==> config.mk <==
export PLATFORM = sky130hd
export DESIGN_NAME = conv_enc_byte_flat
export DESIGN_NICKNAME = d
export VERILOG_FILES = /design/src/rtl/viterbi_pkg.sv /design/src/rtl/conv_enc_byte_if.sv /design/src/rtl/conv_enc_byte.sv /design/src/flat_wrapper.sv
export SDC_FILE = /design/constraint.sdc
export NUM_CORES = 1
export LEC_CHECK = 0
export ABC_AREA = 1
export CAP_MARGIN = 10
export CORE_UTILIZATION = 45
export DETAILED_ROUTE_END_ITERATION = 6
export DONT_BUFFER_PORTS = 1
export SLEW_MARGIN = 10
export SYNTH_ARGS = -nofsm -noshare
export SYNTH_HDL_FRONTEND = slang
export SYNTH_SLANG_ARGS = --single-unit
==> constraint.sdc <==
create_clock -name clk -period 1.3 [get_ports clk]
set_input_delay 0.26 -clock clk [delete_from_list [all_inputs] [get_ports clk]]
set_output_delay 0.26 -clock clk [all_outputs]
set_load 0.005 [all_outputs]
==> src/rtl/viterbi_pkg.sv <==
// Shared constants and the reference byte-encoding function for the rate-1/2, K=3
// convolutional encoder and its Viterbi decoder models.
package viterbi_pkg;

    localparam int K      = 3;
    localparam int ST_W   = K - 1;
    localparam int SYM_W  = 2;
    localparam int BYTE_W = 8;
    localparam int CW_W   = 16;

    localparam logic [K-1:0] G0_DEF = 3'b111;
    localparam logic [K-1:0] G1_DEF = 3'b101;

    // Encodes one byte MSB first from the given trellis state; returns {next_state, codeword}.
    function automatic logic [ST_W+CW_W-1:0] conv_enc_byte_f(
        input logic [ST_W-1:0]   state,
        input logic [BYTE_W-1:0] byte_in,
        input logic [K-1:0]      g0,
        input logic [K-1:0]      g1
    );
        logic [ST_W-1:0] s;
        logic [K-1:0]    r;
        logic [CW_W-1:0] cw;
        s  = state;
        cw = '0;
        for (int i = 0; i < BYTE_W; i++) begin
            r = {byte_in[BYTE_W-1-i], s};
            cw[CW_W-1-SYM_W*i -: SYM_W] = {^(r & g0), ^(r & g1)};
            s = {byte_in[BYTE_W-1-i], s[ST_W-1]};
        end
        return {s, cw};
    endfunction

endpackage

==> src/rtl/conv_enc_byte_if.sv <==
// Byte-in / codeword-out bus of the convolutional encoder.
// ERR_INJECT_EN adds the err_mask_i codeword error mask.
interface conv_enc_byte_if;
    import viterbi_pkg::*;

    logic              byte_valid_i;
    logic [BYTE_W-1:0] byte_i;
    logic              sof_i;
    logic              byte_ready_o;
    logic              piso_busy_i;
    logic              load_o;
    logic [CW_W-1:0]   data_parallel_o;
`ifdef ERR_INJECT_EN
    logic [CW_W-1:0]   err_mask_i;

    modport master (
        output byte_valid_i, byte_i, sof_i, piso_busy_i, err_mask_i,
        input  byte_ready_o, load_o, data_parallel_o
    );
    modport slave (
        input  byte_valid_i, byte_i, sof_i, piso_busy_i, err_mask_i,
        output byte_ready_o, load_o, data_parallel_o
    );
`else
    modport master (
        output byte_valid_i, byte_i, sof_i, piso_busy_i,
        input  byte_ready_o, load_o, data_parallel_o
    );
    modport slave (
        input  byte_valid_i, byte_i, sof_i, piso_busy_i,
        output byte_ready_o, load_o, data_parallel_o
    );
`endif

endinterface

==> src/rtl/conv_enc_byte.sv <==
// Rate-1/2 K=3 convolutional byte encoder feeding a parallel-to-serial stage via a load strobe.
// ERR_INJECT_EN: XOR err_mask_i into the codeword at launch.
module conv_enc_byte
    import viterbi_pkg::*;
#(
    parameter logic [K-1:0] G0 = G0_DEF,
    parameter logic [K-1:0] G1 = G1_DEF
) (
    input  logic          clk,
    input  logic          rst_n,
    conv_enc_byte_if.slave bus
);

    logic [ST_W-1:0]      state;
    logic                 pend;
    logic                 load_p1;
    logic [CW_W-1:0]      cw_p0;
    logic [CW_W-1:0]      data_p1;
    logic [CW_W-1:0]      launch_word;
    logic [ST_W+CW_W-1:0] enc;
    logic                 ready;
    logic                 accept;
    logic                 launch;

    assign ready  = !pend && !load_p1;
    assign accept = bus.byte_valid_i && ready;
    assign launch = pend && !bus.piso_busy_i && !load_p1;
    assign enc    = conv_enc_byte_f(bus.sof_i ? '0 : state, bus.byte_i, G0, G1);

`ifdef ERR_INJECT_EN
    assign launch_word = cw_p0 ^ bus.err_mask_i;
`else
    assign launch_word = cw_p0;
`endif

    // Stage p0: accepted byte encoded and held until the serializer is free
    always_ff @(posedge clk) begin
        if (accept) begin
            cw_p0 <= enc[CW_W-1:0];
        end
    end

    always_ff @(posedge clk or negedge rst_n) begin
        if (!rst_n) begin
            state   <= '0;
            pend    <= 1'b0;
            load_p1 <= 1'b0;
            data_p1 <= '0;
        end else begin
            load_p1 <= 1'b0;
            if (accept) begin
                state <= enc[ST_W+CW_W-1:CW_W];
                pend  <= 1'b1;
            end else if (launch) begin
                pend    <= 1'b0;
                load_p1 <= 1'b1;
                data_p1 <= launch_word;
            end
        end
    end

    // Stage p1: launched codeword, held until the next launch
    assign bus.byte_ready_o    = ready;
    assign bus.load_o          = load_p1;
    assign bus.data_parallel_o = data_p1;

endmodule

==> src/flat_wrapper.sv <==
// flat-port wrapper written by rule: the top's interface ports become plain ports
module conv_enc_byte_flat import viterbi_pkg::*;
#(
    parameter logic [K-1:0] G0 = G0_DEF,
    parameter logic [K-1:0] G1 = G1_DEF
)
  (clk, rst_n, bus_byte_valid_i, bus_byte_i, bus_sof_i, bus_piso_busy_i, bus_byte_ready_o, bus_load_o, bus_data_parallel_o);
  conv_enc_byte_if bus_i ();
  input  logic clk;
  input  logic rst_n;
  input wire logic [$bits(bus_i.byte_valid_i)-1:0] bus_byte_valid_i;
  input wire logic [$bits(bus_i.byte_i)-1:0] bus_byte_i;
  input wire logic [$bits(bus_i.sof_i)-1:0] bus_sof_i;
  input wire logic [$bits(bus_i.piso_busy_i)-1:0] bus_piso_busy_i;
  output wire logic [$bits(bus_i.byte_ready_o)-1:0] bus_byte_ready_o;
  output wire logic [$bits(bus_i.load_o)-1:0] bus_load_o;
  output wire logic [$bits(bus_i.data_parallel_o)-1:0] bus_data_parallel_o;
  assign bus_i.byte_valid_i = bus_byte_valid_i;
  assign bus_i.byte_i = bus_byte_i;
  assign bus_i.sof_i = bus_sof_i;
  assign bus_i.piso_busy_i = bus_piso_busy_i;
  assign bus_byte_ready_o = bus_i.byte_ready_o;
  assign bus_load_o = bus_i.load_o;
  assign bus_data_parallel_o = bus_i.data_parallel_o;
  conv_enc_byte #(.G0(G0), .G1(G1)) u_core (.clk(clk), .rst_n(rst_n), .bus(bus_i));
endmodule
-- Word level (Yosys, flattened, before mapping)
Index checks and enable logic that the tools add are counted.
Widths: inputs -> output; s select.
- bits of input ports: 13
- register bits: 36
- logic and storage cells: 36
- output and inout bits: 18
- bitwise operators: 1
- multiplexer cells: 5
- reduce and logical (&&, ||, !) cells: 25
- operator list (cell ; number):
    $reduce_xor 3->1 ; 16
    $logic_and 1x1->1 ; 4
    $mux 1 ; 4
    $logic_not 1->1 ; 3
    $mux 2 ; 1
    $reduce_and 2->1 ; 1
    $reduce_bool 2->1 ; 1
    $not 1->1 ; 1

-- Depth between registers and ports, before layout
- depth in word-level cells: 5
- gate-level depth with buffers: 6
- gate-level depth less buffers: 6

-- Worst setup path before layout
Ideal clock, no wire load.
- path type: reg-to-reg
- start point: register u_core.load_p1, in the netlist u_core.bus.load_o
- end point: register u_core.cw_p0[0], enable pin
- arrival time: 1073 ps
- path buffers: 0
- library setup time: 364 ps
- stages on the path, launching flop included: 4
- slack: -137 ps
- required time: 936 ps
- period minus slack after synthesis: 1437 ps
- path through: dfrtp_1 > nor2_1 > nand2_1 > inv_1
- cells in the longest elaborated chain, start to end: 3
- ends and longest elaborated chain (item ; RTL line ; source):
    start, declared ; conv_enc_byte.sv:16 ; logic load_p1;
    start signal, assigned ; conv_enc_byte.sv:47 ; load_p1 <= 1'b0;
    start signal, assigned ; conv_enc_byte.sv:50 ; load_p1 <= 1'b0;
    start signal, assigned ; conv_enc_byte.sv:56 ; load_p1 <= 1'b1;
    $logic_not 1->1 ; conv_enc_byte.sv:25 ; assign ready = !pend && !load_p1;
    $logic_and 1x1->1 ; conv_enc_byte.sv:25 ;
    via bus_byte_ready_o ; flat_wrapper.sv:15 ; output wire logic [$bits(bus_i.byte_ready_o)-1:0] bus_byte_ready_o;
    $logic_and 1x1->1 ; conv_enc_byte.sv:26 ; assign accept = bus.byte_valid_i && ready;
    via u_core.accept ; conv_enc_byte.sv:22 ; logic accept;
    end signal, assigned ; conv_enc_byte.sv:39 ; cw_p0 <= enc[CW_W-1:0];
    end, declared ; conv_enc_byte.sv:17 ; logic [CW_W-1:0] cw_p0;
The timed path passes the listed nets, and every way through them passes these cells.
A chain may end at the register's enable or synchronous reset.

-- Worst setup path after layout
- start point: register u_core.load_p1, in the netlist u_core.bus.load_o
- end point: output bus_byte_ready_o
- cells in the longest elaborated chain, start to end: 2
- ends and longest elaborated chain (item ; RTL line):
    $logic_not 1->1 ; conv_enc_byte.sv:25
    $logic_and 1x1->1 ; conv_enc_byte.sv:25
    end, declared ; flat_wrapper.sv:15
No other way between the ends.

==> metrics.csv <==
stage,metric,value,unit
pwr,leakage,0.845,nW
outcome,status,"finished, final reports clean",
clock_network,numCtsBuffers,5,
die,die_area,3550,µm²
finish,area_growth,12.0,%
synthesis,syn_area_per_cell,9.40,µm²
detailed_routing,via_count,1017,
place,gp_congestion,0.807,
finish,multi_input_area,447,µm²
synthesis,syn_inst,159,
synthesis,synthArstFlopShare,55.6,%
hold_path,whs_path_depth,2,
synthesis,synth_most_common_cell,nand2_1,
synthesis,synth_commonest_cells,"89 x nand2_1, 20 x dfrtp_1, 16 x edfxtp_1, 14 x inv_1, 9 x nand3_1",
synthesis,yosys.cell_types.count,12,
timing,hold_ws,0.0960,ns
die,die_y,59.6,µm
pwr,power_density,1990,nW/µm²
timing,final-setup-viol-count,0,
synthesis,synth_edf_count,16,
synthesis,yosysWarnings,0,
setup_path,cp-start-kind,register,
setup_path,ff2ff_setup_slack,0.09,ns
synthesis,synth_top_flop_cell,dfrtp_1,
die,core.rowCount,20,
synthesis,synth_fp_nets,172,
finish,nNetsFinal,183,
die,io_pins,31,
detailed_routing,drtAntennaViolNets,0,
timing,worst_slew_pin_slew,0.957,ns
setup_path,arrival,1.01,ns
synthesis,ys_seq_area_share,65.7,%
synthesis,netlist_area,1490,µm²
synthesis,synth_top_cell_area_share,33.5,%
setup_path,critPathCaptureType,output pin,
clock_network,clk_latency,0.33,ns
clock_network,h-tree-depth,2,
detailed_routing,wl_per_cell,11.8,µm
detailed_routing,drtPass1Iterations,4,
die,coreArea,3100,µm²
global_routing,grt_pass1_wl,4120,µm
clock_network,clkSinkCount,36,
synthesis,synth_area_leader_cell,dfrtp_1,
clock_network,cts_max_path_buffers,2,
setup_path,cp_max_fo,3,
timing,finalCriticalPeriod,1.27,ns
die,dieWidth,59.6,µm
finish,final_cells,215,
finish,n_fill_cell,310,
die,start_util,48.1,%
global_routing,antenna_found_initial,0,
timing,fin_crit_sh,97.5,%
synthesis,ys_top_cells_by_area,"dfrtp_1 34%, edfxtp_1 32%, nand2_1 22%, inv_1 3.5%, nand3_1 3.0%",
place,place_area,1590,µm²
timing,final-max-slew-violation-count,0,
timing,relSlewSlack,36.0,%
timing,fin_skew,0.0118,ns
finish,post-route-util,53.9,%
place,dp_cells,206,
synthesis,ys_ff_latch,36,
finish,antennaDiodeCount,0,
clock_network,clockRootBuffer,clkbuf_4,
hold_path,hold_path_class,input pin to register,
setup_path,critPathRequiredTime,1.04,ns
clock_network,clk_pin_slew,0.11,ns
global_routing,grt_usage,16.5,%
finish,drive_above_1_share,10.5,%
detailed_routing,drc,0,
detailed_routing,viasPerCell,4.73,
detailed_routing,wl,2530,µm
finish,stdcell_area,1670,µm²
timing,fmax,0.789,GHz
detailed_routing,drtIter0Drc,37,
setup_path,crit_type,register to output pin,
finish,final-seq-area,981,µm²
clock_network,tritoncts,yes,
global_routing,grt_max_degree,21,
place,portBuffers,0,
timing,hold_viol,0,
place,hpwl,1850,µm
global_routing,gr-total-overflow,0,
setup_path,reg2regPathDepth,3,
timing,rsz0062_at_grt,yes,
job,drv_cap,0,
global_routing,grt_pass1_vias,922,
pwr,max-vdd-ir-drop,637,µV
-- worst max-delay path, stage by stage (launching register included) --
cell and delay [ns]:
dfrtp_1 0.43, nor2_2 0.12, buf_4 0.12
-- layer usage --
metal	vias up	share of wire, %	GRT usage, %
met4	0	2.0	8.31
met5	-	0	0
met2	34	43	24.6
met3	6	8.5	7.86
met1	456	47	20.1
li1	521	-	-
-- state kept, by name, indices dropped and copies added, names as in the netlist --
register                    cells
u_core.cw_p0                   16
u_core.state                    2
u_core.bus.data_parallel_o     16
u_core.bus.load_o               1
u_core.pend                     1
-- area by class of cell --
type | instances | share of cell area (%)
Clock buffer | 6 | 3.74
Clock inverter | 2 | 0.673
Inverter | 14 | 3.37
Multi-Input combinational cell | 107 | 26.7
Sequential cell | 36 | 58.6
Tap cell | 44 | 3.29
Timing Repair Buffer | 6 | 3.59
-- placed cells by master, fill, tap and decap left out, drive strengths merged --
cell type	instances
buf	5
clkbuf	6
clkinv	1
clkinvlp	1
dfrtp	20
dlygate4sd3	1
edfxtp	16
inv	14
nand2	90
nand3	9
nor2	2
nor3	1
o21ai	3
xor2	2
-- kinds of logic after synthesis --
| group | Yosys count | synth area share, % |
|---|---|---|
| XOR/XNOR | 2 | 1.17 |
| AO/OA/AOI/OAI | 3 | 1.00 |
| flip-flops | 36 | 65.7 |
| buffers and inverters | 16 | 4.77 |
| AND/OR/NAND/NOR | 102 | 27.4 |
-- where the power goes --
group / switching [mW] / total (mW) / internal (mW)
clock: 0.368 / 0.694 / 0.326
sequential: 0.243 / 1.86 / 1.62
combinational: 0.469 / 0.773 / 0.304
-- stage by stage --
| step | worst slack [ns] | TNS, ns | power, mW |
|---|---|---|---|
| final | 0.0319 | 0 | 3.33 |
| after global routing | -0.0369 | -0.0369 | 3.58 |
| after CTS | 0.00191 | 0 | 3.37 |
| after detailed placement | 0.0389 | 0 | 2.65 |
| after global placement | 0.0557 | 0 | 2.62 |
| after floorplan | 0.0207 | 0 | 2.39 |
-- final timing paths --
kind	startpoint	to
setup / recovery	u_core.bus.load_o	bus_byte_ready_o
hold / removal	bus_byte_i[0]	u_core.state[1]
setup reg to reg	u_core.bus.load_o	u_core.cw_p0[5]
hold reg to reg	u_core.cw_p0[5]	u_core.bus.data_parallel_o[5]
max in group asynchronous	rst_n	u_core.bus.data_parallel_o[5]
min in group asynchronous	rst_n	u_core.bus.data_parallel_o[8]
-- what timing repair did --
action | 4_1_cts | 5_1_grt
pin swaps | 1 | 0
hold buffers | 1 | 0
setup endpoints to repair | 1 | 1
setup buffers | 0 | 0
endpoints found under the hold margin | 20 | 0
gates resized for setup | 1 | 0
Note: power is estimated with default switching activity, not from simulation.
